===== config.mk =====
export PLATFORM = sky130hd
export DESIGN_NAME = axi_lite_read_fetcher
export DESIGN_NICKNAME = d
export VERILOG_FILES = /design/src/rtl/axi_lite_read_fetcher.sv
export SDC_FILE = /design/constraint.sdc
export NUM_CORES = 1
export LEC_CHECK = 0
export ABC_AREA = 0
export CAP_MARGIN = 25
export CORE_ASPECT_RATIO = 1.4
export CORE_MARGIN = 1.5
export CORE_UTILIZATION = 30
export CTS_CLUSTER_DIAMETER = 100
export DETAILED_ROUTE_END_ITERATION = 7
export DONT_BUFFER_PORTS = 1
export PLACE_DENSITY = 0.43
export SYNTH_ARGS = -nofsm -noshare
export SYNTH_HDL_FRONTEND = slang
export SYNTH_SLANG_ARGS = --single-unit

===== constraint.sdc =====
create_clock -name clk -period 3.95 [get_ports clk]
set_input_delay 0.79 -clock clk [delete_from_list [all_inputs] [get_ports clk]]
set_output_delay 0.79 -clock clk [all_outputs]
set_load 0.05 [all_outputs]

===== src/rtl/axi_lite_read_fetcher.sv =====
// AXI4-Lite read master: fetches N consecutive words into a FWFT FIFO.
// One AR outstanding at a time; AR is only issued when the FIFO has room.
module axi_lite_read_fetcher #(
  parameter int ADDR_W     = 13,
  parameter int DATA_W     = 32,
  parameter int LEN_W      = 14,
  parameter int FIFO_DEPTH = 4,
  localparam int PTR_W     = $clog2(FIFO_DEPTH),
  localparam int LVL_W     = PTR_W + 1
) (
  input  logic              clk,
  input  logic              reset,
  input  logic              start,
  input  logic [ADDR_W-1:0] base_addr,
  input  logic [LEN_W-1:0]  num_words,
  output logic              busy,
  output logic              done,
  output logic              err,
  output logic [ADDR_W-1:0] m_axi_araddr,
  output logic [2:0]        m_axi_arprot,
  output logic              m_axi_arvalid,
  input  logic              m_axi_arready,
  input  logic [DATA_W-1:0] m_axi_rdata,
  input  logic [1:0]        m_axi_rresp,
  input  logic              m_axi_rvalid,
  output logic              m_axi_rready,
  output logic [DATA_W-1:0] out_data,
  output logic              out_valid,
  input  logic              out_ready,
  output logic [LVL_W-1:0]  fifo_level
);

  typedef enum logic [1:0] {
    S_IDLE,
    S_ADDR,
    S_DATA
  } state_e;

  localparam logic [LVL_W-1:0] FULL_LVL = LVL_W'(FIFO_DEPTH);

  state_e              state_q, state_d;
  logic [ADDR_W-1:0]   addr_q, addr_d;
  logic [LEN_W-1:0]    rem_q, rem_d;
  logic                arvalid_q, arvalid_d;
  logic                rready_q, rready_d;
  logic                busy_q, busy_d;
  logic                done_q, done_d;
  logic                err_q, err_d;

  logic [DATA_W-1:0]   mem_q [FIFO_DEPTH];
  logic [PTR_W-1:0]    wr_ptr_q, wr_ptr_d;
  logic [PTR_W-1:0]    rd_ptr_q, rd_ptr_d;
  logic [LVL_W-1:0]    level_q, level_d;
  logic                push, pop;

  // FIFO bookkeeping: rready is only high in DATA, so push == R beat.
  always_comb begin
    push     = rready_q & m_axi_rvalid;
    pop      = (level_q != '0) & out_ready;
    wr_ptr_d = wr_ptr_q + PTR_W'(push);
    rd_ptr_d = rd_ptr_q + PTR_W'(pop);
    unique case ({push, pop})
      2'b10:   level_d = level_q + LVL_W'(1);
      2'b01:   level_d = level_q - LVL_W'(1);
      default: level_d = level_q;
    endcase
  end

  // Command sequencing and next-cycle handshake outputs.
  always_comb begin
    state_d = state_q;
    addr_d  = addr_q;
    rem_d   = rem_q;
    err_d   = err_q;
    done_d  = 1'b0;
    unique case (state_q)
      S_IDLE: begin
        if (start) begin
          if (num_words != '0) begin
            addr_d  = base_addr & ~ADDR_W'(3);
            rem_d   = num_words;
            err_d   = 1'b0;
            state_d = S_ADDR;
          end else begin
            done_d = 1'b1;
          end
        end
      end
      S_ADDR: begin
        if (arvalid_q && m_axi_arready) state_d = S_DATA;
      end
      S_DATA: begin
        if (m_axi_rvalid) begin
          if (m_axi_rresp != 2'b00) err_d = 1'b1;
          addr_d = addr_q + ADDR_W'(4);
          rem_d  = rem_q - LEN_W'(1);
          if (rem_q == LEN_W'(1)) begin
            state_d = S_IDLE;
            done_d  = 1'b1;
          end else begin
            state_d = S_ADDR;
          end
        end
      end
      default: state_d = S_IDLE;
    endcase
    // Once raised, arvalid holds until the handshake moves us to DATA.
    arvalid_d = (state_d == S_ADDR) && (arvalid_q || (level_d < FULL_LVL));
    rready_d  = (state_d == S_DATA);
    busy_d    = (state_d != S_IDLE);
  end

  // Control state and registered outputs.
  always_ff @(posedge clk or posedge reset) begin
    if (reset) begin
      state_q   <= S_IDLE;
      addr_q    <= '0;
      rem_q     <= '0;
      arvalid_q <= 1'b0;
      rready_q  <= 1'b0;
      busy_q    <= 1'b0;
      done_q    <= 1'b0;
      err_q     <= 1'b0;
      wr_ptr_q  <= '0;
      rd_ptr_q  <= '0;
      level_q   <= '0;
    end else begin
      state_q   <= state_d;
      addr_q    <= addr_d;
      rem_q     <= rem_d;
      arvalid_q <= arvalid_d;
      rready_q  <= rready_d;
      busy_q    <= busy_d;
      done_q    <= done_d;
      err_q     <= err_d;
      wr_ptr_q  <= wr_ptr_d;
      rd_ptr_q  <= rd_ptr_d;
      level_q   <= level_d;
    end
  end

  // FIFO storage; contents need no reset since level gates visibility.
  always_ff @(posedge clk) begin
    if (push) mem_q[wr_ptr_q] <= m_axi_rdata;
  end

  assign busy          = busy_q;
  assign done          = done_q;
  assign err           = err_q;
  assign m_axi_araddr  = addr_q;
  assign m_axi_arprot  = 3'b000;
  assign m_axi_arvalid = arvalid_q;
  assign m_axi_rready  = rready_q;
  assign out_data      = mem_q[rd_ptr_q];
  assign out_valid     = (level_q != '0);
  assign fifo_level    = level_q;

endmodule


; Word-level counts from Yosys, hierarchy flattened
; Memories as Yosys holds them, arrays and structs flattened.
; Cells that the tools add are included.
[word_totals]
reg_bits = 41
in_bits = 67
output_inout_bits = 57
ram_bits = 128
mem_count = 1
word_cells = 70
[op_classes]
magnitude_cmp = 1
n_mux = 27
bitwise_logic = 2
reduce_logical = 11
add_sub_neg = 6
eq_ne = 11
[memory_table]
columns = memory, depth, width, read_ports, rd_clocked_by_memory_dff, wr, line_no
row1 = mem_q, 4, 32, 1, 0, 1, 50  ; logic [DATA_W-1:0] mem_q [FIFO_DEPTH];
[ops]
columns = cell, n
row1 = $mux 14, 3
row2 = $mux 13, 3
row3 = $pmux 14 s2, 1
row4 = $pmux 13 s2, 1
row5 = $eq 14x1->1 const B, 1
row6 = $reduce_bool 14->1, 1
row7 = $sub 14x1->14 const B, 1
row8 = $add 13x3->13 const B, 1
row9 = $mux 1, 11
row10 = $mux 2, 4
row11 = $ne 2x2->1 const B, 4
row12 = $eq 2x1->1 const B, 3
row13 = $eq 2x2->1 const B, 3
row14 = $pmux 2 s3, 1
row15 = $pmux 3 s2, 1
row16 = $reduce_bool 2->1, 3
row17 = $reduce_and 5->1, 1
row18 = $add 2x1->2, 2
row19 = $pmux 1 s2, 2
row20 = $reduce_and 4->1, 1
row21 = $add 3x1->3 const B, 1
row22 = $lt 3x3->1 const B, 1
row23 = $reduce_bool 3->1, 1
row24 = $sub 3x1->3 const B, 1
row25 = 4 further kinds, 6

; Logic depth before layout (Yosys ltp)
[depth]
depth_word = 7
depth_mapped = 8
ltp_nobuf = 8

; Least setup slack after synthesis
; Ideal clock, no wire load.
[synth_path]
path_type = input to register
startpoint = input port m_axi_rvalid
endpoint = memory mem_q[1][0] (enable)
t_required_ns = 3.482
n_path_buf = 1
path_stages = 3
path_slack_ns = -0.028
setup_time_ns = 0.468
arrival_ns = 3.510
path_cell_list = buf_2 -> nand2_1 -> nor3b_1
[synth_via]
elab_chain_cells = 3
[synth_rtl]
columns = element, line_no
row1 = from (decl), 25  ; input logic m_axi_rvalid,
row2 = $and 1x1->1, 58  ; push = rready_q & m_axi_rvalid;
row3 = $mux 1, 144  ; if (push) mem_q[wr_ptr_q] <= m_axi_rdata;
row4 = $mux 1 (not written as such), 144
row5 = to (decl), 50
; No other way between the ends.

; Worst setup path after layout
[layout_path]
startpoint = register rd_ptr_q[0]
endpoint = output port out_data[28]
[layout_via]
elab_chain_cells = 1
[layout_rtl]
columns = element, line_no
row1 = from (decl), 52  ; logic [PTR_W-1:0] rd_ptr_q, rd_ptr_d;
row2 = from (signal assigned), 137  ; rd_ptr_q <= rd_ptr_d;
row3 = $mem_v2 4x32, --
row4 = to (decl), 27  ; output logic [DATA_W-1:0] out_data,
; No other way between the ends.

==> flow_summary.yaml <==
timing:
  final.min_clock_period_ns: 2.98
  min_period_over_period_pct: 75.4
  tns_ns: 0
  hold_violations: 0
  clock.fmax_ghz: 0.336
  timing.clock.skew_ns: 0.0107
  tightestPinTransition_ns: 0.862
  setup_viol: 0
  maxSlewViolCount: 0
  worst_slew_margin_rel_pct: 42.5
  grt_setup_unrepaired: "false"
critical_path:
  ff2ff_setup_slack_ns: 0.98
  end_kind: "output pin"
  path_max_fanout: 18
  worstPathRequired_ns: 3.16
  critPathKind: "reg -> out"
  crit_arrival_ns: 2.19
  worst_setup_path_start_kind: "flop"
floorplan:
  coreArea_mm2: 0.0231
  floorplan.io_pins: 124
  initial_core_util_pct: 30.4
  fp.dieArea_mm2: 0.0243
  die_x_um: 132
  die-height_um: 184
  rows: 66
clock_network:
  clkSlewWorstSetupHoldPaths_ns: 0.07
  cts_resized: 0
  cts.repair_timing.setup_buffer_count: 0
  cts_root_buffer: "clkbuf_16"
  cts-buffers-inserted: 17
  cts.path.max_buffers: 2
  worst_skew_pair_later_pin_latency_ns: 0.43
  cts_num_sinks: 167
  cts_hold_repair.buffers: 0
  tritoncts: "built"
  cts.htree.levels: 4
final_layout:
  final_cell_mix: "128 x edfxtp_1, 38 x dfrtp_1, 32 x mux4_2"
  antenna_cells: 0
  syn_to_final_growth_pct: 13.3
  final_common_cell: "edfxtp_1"
  final_layout_size_suffix_gt1_share_pct: 22.3
  filler_cell_count: 2249
  finish.net_count: 505
power:
  power_switching_share_pct: 42.3
  power_density_mw_per_mm2: 811
  p_seq_share_pct: 43.8
  ir_worst_vdd_mv: 0.351
  combPwrFrac_pct: 32.2
  design_power_total_uw: 6460
  power.net_switching_uw: 2730
  clock_power_share_pct: 24.0
  power.leakage_uw: 0.00264
  cell_internal_pwr_uw: 3730
logic_synthesis:
  synth_enable_flop_cells: 128
  synth_seq_area_share_pct: 68.6
  syn_avg_cell_area_um2: 16.6
  yosys.cell_types.count: 58
  synth.ff_latch_count: 167
  synthesis.instances: 422
  synth_ff_type: "edfxtp_1"
  netlist_area_mm2: 0.00702
  async_flop_share_pct: 23.4
  yosys_warnings: 0
min_path:
  min_path_type: "in -> async"
global_route:
  grt_antenna_before_repair: 0
  grt_start_max_net_pins: 33
  grt_pass1_wl_um: 24700
  grt_overflow: 0
  grt_pass1_vias: 4128
  gr-usage-all-layers_pct: 13.8
route:
  drt_first_iter_violations: 154
  viasPerCell: 5.18
  detailroute.via_count: 3887
  wl_per_cell_um: 21.7
  routed_wl_um: 16300
  ant_nets: 0
  number_of_optimization_iterations_in_the_first_detailed_route_pass: 4
  route.detailed.drc: 0
placement:
  dpl.hpwl_um: 10700
  io_buffers: 0
  finalWeightedCongestion: 0.845
run_status:
  status: "completed"
job:
  max_cap_viol_count: 0
## per-layer routing
layer / track usage (%) / vias to the layer above / part of all wire, %
met5: 0 / - / 0
met4: 6.37 / 0 / 2.1
met3: 4.55 / 22 / 7.5
met2: 25.0 / 148 / 54
met1: 14.5 / 2006 / 37
li1: - / 1711 / -
## stage by stage
step	util (%)	instance area [um2]	cells	hold slack (ns)	worst slack [ns]
6_report	34.4	7960	750	0.416	0.972
5_1_grt	34.4	7960	750	0.430	0.806
4_1_cts	34.4	7960	750	0.429	0.862
3_5_place_dp	32.1	7420	718	0.492	0.974
3_3_place_gp	32.1	7420	718	0.481	1.00
2_1_floorplan	-	7050	426	0.457	0.161
## registers in the layout, indices dropped and copies added, names as in the netlist
name / flops
m_axi_rready: 1
rd_ptr_q: 2
mem_q: 128
state_q: 2
err: 1
m_axi_arvalid: 1
fifo_level: 3
wr_ptr_q: 2
done: 1
m_axi_araddr: 11
rem_q: 14
busy: 1
## cells by family (layout without fill, tap and decap cells)
family	count (synthesis)	after routing	synth area share (%)
mux	35	35	10.7
xor+xnor	6	6	0.749
buf+inv	37	55	2.46
other cells	1	5	0.0534
flops	167	167	68.6
compound gates	71	71	7.84
fa+ha+maj	7	7	1.35
simple gates	98	98	8.16
## power by group through the flow
stage          registers (uW)  logic [uW]  clock network (uW)
3_5_place_dp             2870        2110                   0
4_1_cts                  2840        2110                1600
2_1_floorplan            2690        1850                   0
5_1_grt                  2880        2210                1660
6_report                 2830        2080                1550
3_3_place_gp             2860        2090                   0
## cell type report
type	count	area, um2	share of cell area (%)
sequential	167	4820	60.6
timing repair buffer	11	95.1	1.19
clock inverter	10	97.6	1.23
clock buffer	22	444	5.58
inverter	12	45.0	0.566
tap	306	383	4.81
multi-input combinational	222	2070	26.0
## synth_stat cells (2+ instances only)
cell type / number / area, um2
buf_4: 5 / 37.5
a31o_2: 3 / 26.3
nor2_1: 16 / 60.1
ha_1: 6 / 75.1
a22o_1: 2 / 17.5
a22oi_1: 4 / 30.0
o221a_2: 4 / 45.0
nand2_1: 16 / 60.1
a31oi_1: 5 / 31.3
nand3_1: 10 / 50.1
nand4_1: 5 / 31.3
clkbuf_1: 13 / 48.8
nor4_2: 3 / 37.5
xor2_1: 3 / 26.3
a221oi_2: 3 / 45.0
o21ai_0: 8 / 40.0
buf_2: 6 / 30.0
a221o_1: 6 / 60.1
a21oi_1: 10 / 50.1
nor4_1: 5 / 31.3
o31ai_1: 3 / 22.5
or2_2: 3 / 18.8
mux4_2: 32 / 721
o211ai_1: 4 / 30.0
inv_1: 12 / 45.0
nor2b_1: 2 / 12.5
o2bb2ai_1: 3 / 26.3
nor3b_1: 4 / 30.0
and4_1: 4 / 35.0
o22ai_1: 8 / 50.1
nand2b_1: 5 / 31.3
dfrtp_1: 39 / 976
or3_1: 5 / 31.3
nor3_1: 5 / 25.0
mux2_2: 3 / 33.8
and3_1: 6 / 37.5
edfxtp_1: 128 / 3840
xnor2_1: 3 / 26.3
## path summary, 6_finish.rpt
| check | startpoint | to | cells past startpoint |
|---|---|---|---|
| max in group asynchronous | reset | rd_ptr_q[0]$_DFF_PP0_ | 2 |
| min | reset | fifo_level[1]$_DFFE_PP0N_ | 1 |
| min reg2reg | rem_q[12]$_DFFE_PP0P_ | rem_q[12]$_DFFE_PP0P_ | 1 |
| min in group clk | m_axi_rdata[30] | mem_q[0][30]$_DFFE_PP_ | 0 |
| max reg2reg | fifo_level[0]$_DFFE_PP0N_ | m_axi_arvalid$_DFF_PP0_ | 8 |
| max | rd_ptr_q[0]$_DFF_PP0_ | out_data[28] | 2 |
## critical path, cell delays in order, from the launching register on
cell	delay (ns)
dfrtp_2	0.78
buf_12	0.28
mux4_2	0.70
(Power assumes the default switching activity.)
